### src/rtl/mem_stall_ctrl_pkg.sv
// rtl/mem_stall_ctrl_pkg.sv - shared pipeline constants for the memory stall controller
package mem_stall_ctrl_pkg;

    typedef enum logic [1:0] {
        IDLE = 2'd0,
        WAIT = 2'd1,
        ERR  = 2'd2
    } state_t;

    localparam int DEFAULT_TIMEOUT = 15;

endpackage

### src/rtl/mem_stall_ctrl.sv
// rtl/mem_stall_ctrl.sv - pipeline stall/flush control with memory-access timeout
// Optional stall-cycle counter: MEM_STALL_CTRL_STALL_COUNT_EN
module mem_stall_ctrl
    import mem_stall_ctrl_pkg::*;
#(
    parameter int TIMEOUT = DEFAULT_TIMEOUT
) (
    input  logic        clk,
    input  logic        rst,
    input  logic        memRead,
    input  logic        memWrite,
    input  logic        memReady,
    input  logic        loadUse,
    input  logic        branchTaken,
    output logic        pcWrite,
    output logic        ifIdWrite,
    output logic        idExWrite,
    output logic        exMemWrite,
    output logic        ifIdFlush,
    output logic        idExFlush,
    output logic        memWbBubble,
    output logic        memErr,
    output logic [31:0] stallCycles
);

    localparam logic [7:0] TIMEOUT_C = 8'(TIMEOUT);

    state_t     state;
    state_t     next_state;
    state_t     cur;
    logic [7:0] wait_cnt;
    logic [7:0] wait_cnt_inc;
    logic       mem_stall;

    // During the reset cycle the outputs behave as if already in IDLE
    assign cur          = rst ? IDLE : state;
    assign wait_cnt_inc = wait_cnt + 8'd1;
    assign mem_stall    = (memRead | memWrite) & ~memReady & (cur != ERR);

    always_ff @(posedge clk) begin
        if (rst) begin
            state    <= IDLE;
            wait_cnt <= 8'd0;
            memErr   <= 1'b0;
        end else begin
            state  <= next_state;
            memErr <= memErr | (next_state == ERR);
            if (state == WAIT && next_state == WAIT) begin
                wait_cnt <= wait_cnt_inc;
            end else begin
                wait_cnt <= 8'd0;
            end
        end
    end

    always_comb begin
        next_state  = cur;
        pcWrite     = 1'b1;
        ifIdWrite   = 1'b1;
        idExWrite   = 1'b1;
        exMemWrite  = 1'b1;
        ifIdFlush   = 1'b0;
        idExFlush   = 1'b0;
        memWbBubble = 1'b0;

        case (cur)
            IDLE: begin
                if (mem_stall) begin
                    next_state = WAIT;
                end
            end
            WAIT: begin
                if (memReady) begin
                    next_state = IDLE;
                end else if (wait_cnt_inc == TIMEOUT_C) begin
                    next_state = ERR;
                end
            end
            ERR: begin
                next_state = ERR;
            end
            default: begin
                next_state = IDLE;
            end
        endcase

        // Priority: error, memory stall, taken branch, load-use
        if (cur == ERR || mem_stall) begin
            pcWrite     = 1'b0;
            ifIdWrite   = 1'b0;
            idExWrite   = 1'b0;
            exMemWrite  = 1'b0;
            memWbBubble = 1'b1;
        end else if (branchTaken) begin
            ifIdFlush   = 1'b1;
            idExFlush   = 1'b1;
        end else if (loadUse) begin
            pcWrite     = 1'b0;
            ifIdWrite   = 1'b0;
            idExFlush   = 1'b1;
        end
    end

`ifdef MEM_STALL_CTRL_STALL_COUNT_EN
    logic [31:0] stall_cnt;

    always_ff @(posedge clk) begin
        if (rst) begin
            stall_cnt <= 32'd0;
        end else if (mem_stall && stall_cnt != 32'hFFFF_FFFF) begin
            stall_cnt <= stall_cnt + 32'd1;
        end
    end

    assign stallCycles = stall_cnt;
`else
    assign stallCycles = 32'd0;
`endif

endmodule

### config.mk
export PLATFORM = sky130hd
export DESIGN_NAME = mem_stall_ctrl
export DESIGN_NICKNAME = d
export VERILOG_FILES = /design/src/rtl/mem_stall_ctrl_pkg.sv /design/src/rtl/mem_stall_ctrl.sv
export SDC_FILE = /design/constraint.sdc
export NUM_CORES = 1
export LEC_CHECK = 0
export CORE_MARGIN = 2
export CORE_UTILIZATION = 34
export DETAILED_ROUTE_END_ITERATION = 10
export PLACE_DENSITY = 0.77
export SLEW_MARGIN = 20
export SYNTH_ARGS = -nofsm -noshare
export SYNTH_HDL_FRONTEND = slang
export SYNTH_SLANG_ARGS = --single-unit
### constraint.sdc
create_clock -name clk -period 1.65 [get_ports clk]
set_input_delay 0.2475 -clock clk [delete_from_list [all_inputs] [get_ports clk]]
set_output_delay 0.2475 -clock clk [all_outputs]
set_load 0.01 [all_outputs]
### After elaboration in Yosys (flattened, before gate mapping)

Cells that the tools add are included.

| storage, ports and cells | value |
|---|---|
| output and inout bits | 40 |
| word-level logic and storage cells | 36 |
| input port bits | 7 |
| register bits | 11 |

| cells by class | value |
|---|---|
| mux-type cells | 15 |
| bitwise logic cells | 6 |
| reduce and logical (&&, ||, !) cells | 4 |
| add/subtract/negate cells | 1 |
| equality and inequality tests | 7 |

Operators with widths:

| cell | count |
|---|---|
| $mux W1 | 10 |
| $add A8 B1 Y8 const B | 1 |
| $eq A8 B4 Y1 const B | 1 |
| $mux W2 | 4 |
| $eq A2 B1 Y1 const B | 3 |
| $pmux W2 S3 | 1 |
| $eq A2 B2 Y1 const B | 2 |
| $and A1 B1 Y1 | 2 |
| $logic_not A2 Y1 | 1 |
| $ne A2 B2 Y1 const B | 1 |
| $not A1 Y1 | 2 |
| $or A1 B1 Y1 | 2 |
| $reduce_or A2 Y1 | 1 |
| $logic_and A1 B1 Y1 | 1 |
| $logic_or A1 B1 Y1 | 1 |

### Depth between registers and ports, before layout

| logic depth | value |
|---|---|
| word-level depth | 9 |
| mapped depth | 5 |
| gate-level depth less buffers | 5 |

### Least setup slack after synthesis

No wires, ideal clock.

| timing path | value |
|---|---|
| kind | reg-to-output |
| from | register state[1] |
| to | output pcWrite |
| stages on the path, launching flop included | 5 |
| path buffers | 1 |
| required time | 1402 ps |
| data arrival time | 1341 ps |
| slack | 61 ps |
| path through | dfxtp_1 > or3b_2 > o21ai_1 > a21oi_1 > buf_4 |

| on the way | value |
|---|---|
| longest elaborated chain between the ends | 5 |

Ends and longest elaborated chain:

| item | RTL line | text |
|---|---|---|
| from (decl) | mem_stall_ctrl.sv:28 | `state_t state;` |
| from (signal assigned) | mem_stall_ctrl.sv:46 | `state <= next_state;` |
| $mux W2 (*) | mem_stall_ctrl.sv:36 | `assign cur = rst ? IDLE : state;` |
| $ne A2 B2 Y1 | mem_stall_ctrl.sv:38 | `assign mem_stall = (memRead \| memWrite) & ~memReady & (cur != ERR);` |
| $and A1 B1 Y1 | mem_stall_ctrl.sv:38 |  |
| $logic_or A1 B1 Y1 (*) | mem_stall_ctrl.sv:88 | `if (cur == ERR \|\| mem_stall) begin` |
| $mux W1 (*) | n/a |  |
| to (decl) | mem_stall_ctrl.sv:15 | `output logic pcWrite,` |

Every way passes the cells marked *; elsewhere a longest branch is shown, timed or not.

### Worst setup path after layout

| timing path | value |
|---|---|
| from | register state[1] |
| to | output pcWrite |

| on the way | value |
|---|---|
| longest elaborated chain between the ends | 5 |

Ends and longest elaborated chain:

| item | RTL line |
|---|---|
| $mux W2 (*) | mem_stall_ctrl.sv:36 |
| $ne A2 B2 Y1 | mem_stall_ctrl.sv:38 |
| $and A1 B1 Y1 | mem_stall_ctrl.sv:38 |
| $logic_or A1 B1 Y1 (*) | mem_stall_ctrl.sv:88 |
| $mux W1 (*) | mem_stall_ctrl.sv:88 |

Marked as above.

==> results by group <==
Place
  – Pre-CTS WS: -0.565 ns
  – Dpl cells: 149
  – Final GP Congestion: 0.737
  – Port bufs: 14
  – HPWL Detailed: 1.19 mm

Yosys
  – Synth warn: 0
  – Post-synth ARST share: 0%
  – Post-synth EDFFs: 0
  – Count leader, synth: buf_4
  – Synthesis-stage register bit count: 11
  – Ranking of synthesized cells by instance count: buf_4 (34), dfxtp_1 (11), a21oi_1 (6)
  – Synth top area share: 31.3%
  – Synth area leader: buf_4
  – Cell variety after synth: 29
  – Mapped Cells: 102
  – Post-synthesis sequential area ratio: 27.0%
  – Post-Syn Area: 815 um2
  – Main flop type after synthesis: dfxtp_1
  – Mean Syn Cell Area: 7.99 um2
  – Synth top area cells: buf_4 (31%), dfxtp_1 (27%), a21oi_1 (3.7%)

Job
  – Max-cap violations: 0

Layout
  – Diode count: 0
  – Fraction of layout cells with a size suffix above 1: 18.4%
  – Layout area overhead: 13.1%
  – Fin cells: 153
  – Final nets: 135
  – Finished Core Util: 41.2%

Worst hold path
  – Hold Crit Class: in -> reg
  – Hold path startpoint: rst
  – Hold Path Stages: 3
  – Worst Hold Endpoint: state[1]

Detailed routing
  – First-pass detailed-route iteration total: 3
  – Drt wl/cell: 9.97 um
  – Via density: 4.35
  – Remaining DRCs: 0
  – Post-Route WL: 1.53 mm
  – Via total after detailed routing: 666
  – Initial drt markers: 5
  – Post-route ant nets: 0

Clock tree
  – CTS root buf: clkbuf_4
  – CTS max path bufs: 2
  – CTS sink cnt: 11
  – Worst-path clk slew: 0.07 ns
  – CTS tree: done
  – Latest clock arrival within the worst-skew pair: 0.28 ns
  – Setup bufs post-CTS: 0
  – Number of H-tree levels: 1
  – TritonCTS buffer count: 3

STA
  – Setup ws final: 0.0847 ns
  – Max Fclk: 639 MHz
  – Worst hold margin: 0.334 ns
  – RSZ-0062 raised after global routing: no
  – Max Transition Viols Final: 0
  – Crit share post-route: 94.9%
  – Final setup violation count: 0
  – Skew final: 0.00155 ns
  – Final Hold Fails: 0
  – Crit path time final: 1.57 ns

Setup path
  – CP Launch Type: flop
  – Crit path cell chain: or3b_4, o21ai_4, a21oi_1, buf_2
  – Slowest stage delay, CP: 0.40 ns
  – FF-to-FF End: state[1]
  – CP Capture Type: output port
  – FF-to-FF path depth: 5
  – Slowest CP cell: or3b_4
  – Worst endpoint required time: 1.40 ns
  – R2r setup slk: 0.09 ns
  – Crit path kind: reg -> out
  – Peak fanout along the critical path: 5
  – R2R Path Start: wait_cnt[0]
  – Crit path DAT: 1.32 ns

Power
  – Sw power: 0.165 mW
  – Power Total: 0.561 mW
  – Reg power frac: 47.8%
  – Pwr/cell area: 609 nW/um2
  – Maximum VDD drop: 266 uV
  – Switching fraction of total power: 29.5%
  – Clock share of power: 34.8%
  – Pint: 0.396 mW
  – Leakage: 0.414 nW
  – Power share of the combinational group: 17.3%

GRT
  – First-pass GRT wire length: 2.46 mm
  – Grt total ovfl: 0
  – Total GRT Usage: 12.2%
  – Largest net degree at the start of global routing: 9
  – Initial antenna violation count: 0
  – Vias in the first global route: 606

Floorplanning
  – Row cnt: 17
  – Starting Density: 36.5%
  – Die width: 52.9 um
  – Die Y: 52.9 um
  – Die Area: 2800 um2
  – Core Area: 2230 um2
  – Io pins: 47

Outcome
  – Status: completed
-- layout by cell type (no fill, tap or decap), types with 2 or more instances in the layout --
cell type,instances
conb_1,32
dfxtp_1,11
buf_4,9
buf_2,7
a21oi_1,6
clkdlybuf4s50_1,6
nor2_1,5
nand2_1,5
inv_1,3
nand3_1,3
o21ai_0,3
a211oi_1,3
clkbuf_4,3
a31oi_1,2
or3_1,2
xor2_1,2
o21ai_1,2
o31ai_1,2
nor3_1,2
nand2b_1,2
ha_1,2
-- final cells by class --
class / instances / area (um2)
timing repair buffer: 23 / 175
inverter: 3 / 11.3
multi-input combinational: 84 / 453
sequential: 11 / 220
clock buffer: 4 / 26.3
tap: 28 / 35.0
fill: 251 / 1310
-- power groups by stage --
stage               combinational, mW  sequential (mW)  clock (mW)
finish                         0.0972            0.269       0.196
global route                    0.108            0.269       0.206
CTS                            0.0965            0.268       0.199
detailed placement              0.105            0.275           0
global placement                0.104            0.275           0
floorplan                       0.113            0.276           0
-- worst max path at each step --
stage                 from     endpoint  slack (ns)  cells past startpoint
3_5_place_dp           rst  memWbBubble       -0.57                      4
5_1_grt        wait_cnt[0]       memErr        0.02                      5
2_1_floorplan     state[1]      pcWrite        0.06                      4
4_1_cts                rst      pcWrite        0.03                      5
6_report          state[1]      pcWrite        0.08                      4
3_3_place_gp           rst  memWbBubble       -0.51                      4
-- metrics by stage --
stage	TNS [ns]	area, um2
2_1_floorplan	0	931
3_3_place_gp	-3.44	913
3_5_place_dp	-3.86	913
4_1_cts	0	918
5_1_grt	0	921
6_report	0	921
-- cells by family (layout without fill, tap and decap cells) --
group / count (synthesis) / count (layout) / synth area share [%]
and+or+nand+nor: 28 / 28 / 19.5
buffers and inverters: 38 / 30 / 33.3
AOI/OAI and AO/OA: 20 / 20 / 14.4
xor gates and xnor gates: 2 / 2 / 2.15
DFF: 11 / 11 / 27.0
other: 1 / 32 / 0.460
adders and majority gates: 2 / 2 / 3.07
-- state kept, by name, summed over array words and instances (netlist names) --
| signal | count |
|---|---|
| wait_cnt | 8 |
| memErr | 1 |
| state | 2 |
-- critical path, delay by kind of cell, from the launching register on --
kind | cells | cell delay [ns]
AOI/OAI and AO/OA | 2 | 0.16
and+or+nand+nor | 1 | 0.40
DFF | 1 | 0.33
buffers and inverters | 1 | 0.14
-- metal layers --
layer	track usage, %	part of all wire, %	up-vias
met2	22.3	49	34
met4	8.97	2.9	0
met5	0	0	-
met1	11.9	38	296
met3	2.54	10	5
li1	-	-	331
-- timing repair --
item                                    in CTS  in global routing
endpoints found under the setup margin       7                  5
pin swaps                                    1                  1
gates resized for setup                     31                  1
hold buffers                                 0                  0
hold endpoints to repair                     0                  0
No activity file was read; power rests on OpenSTA's default activity.
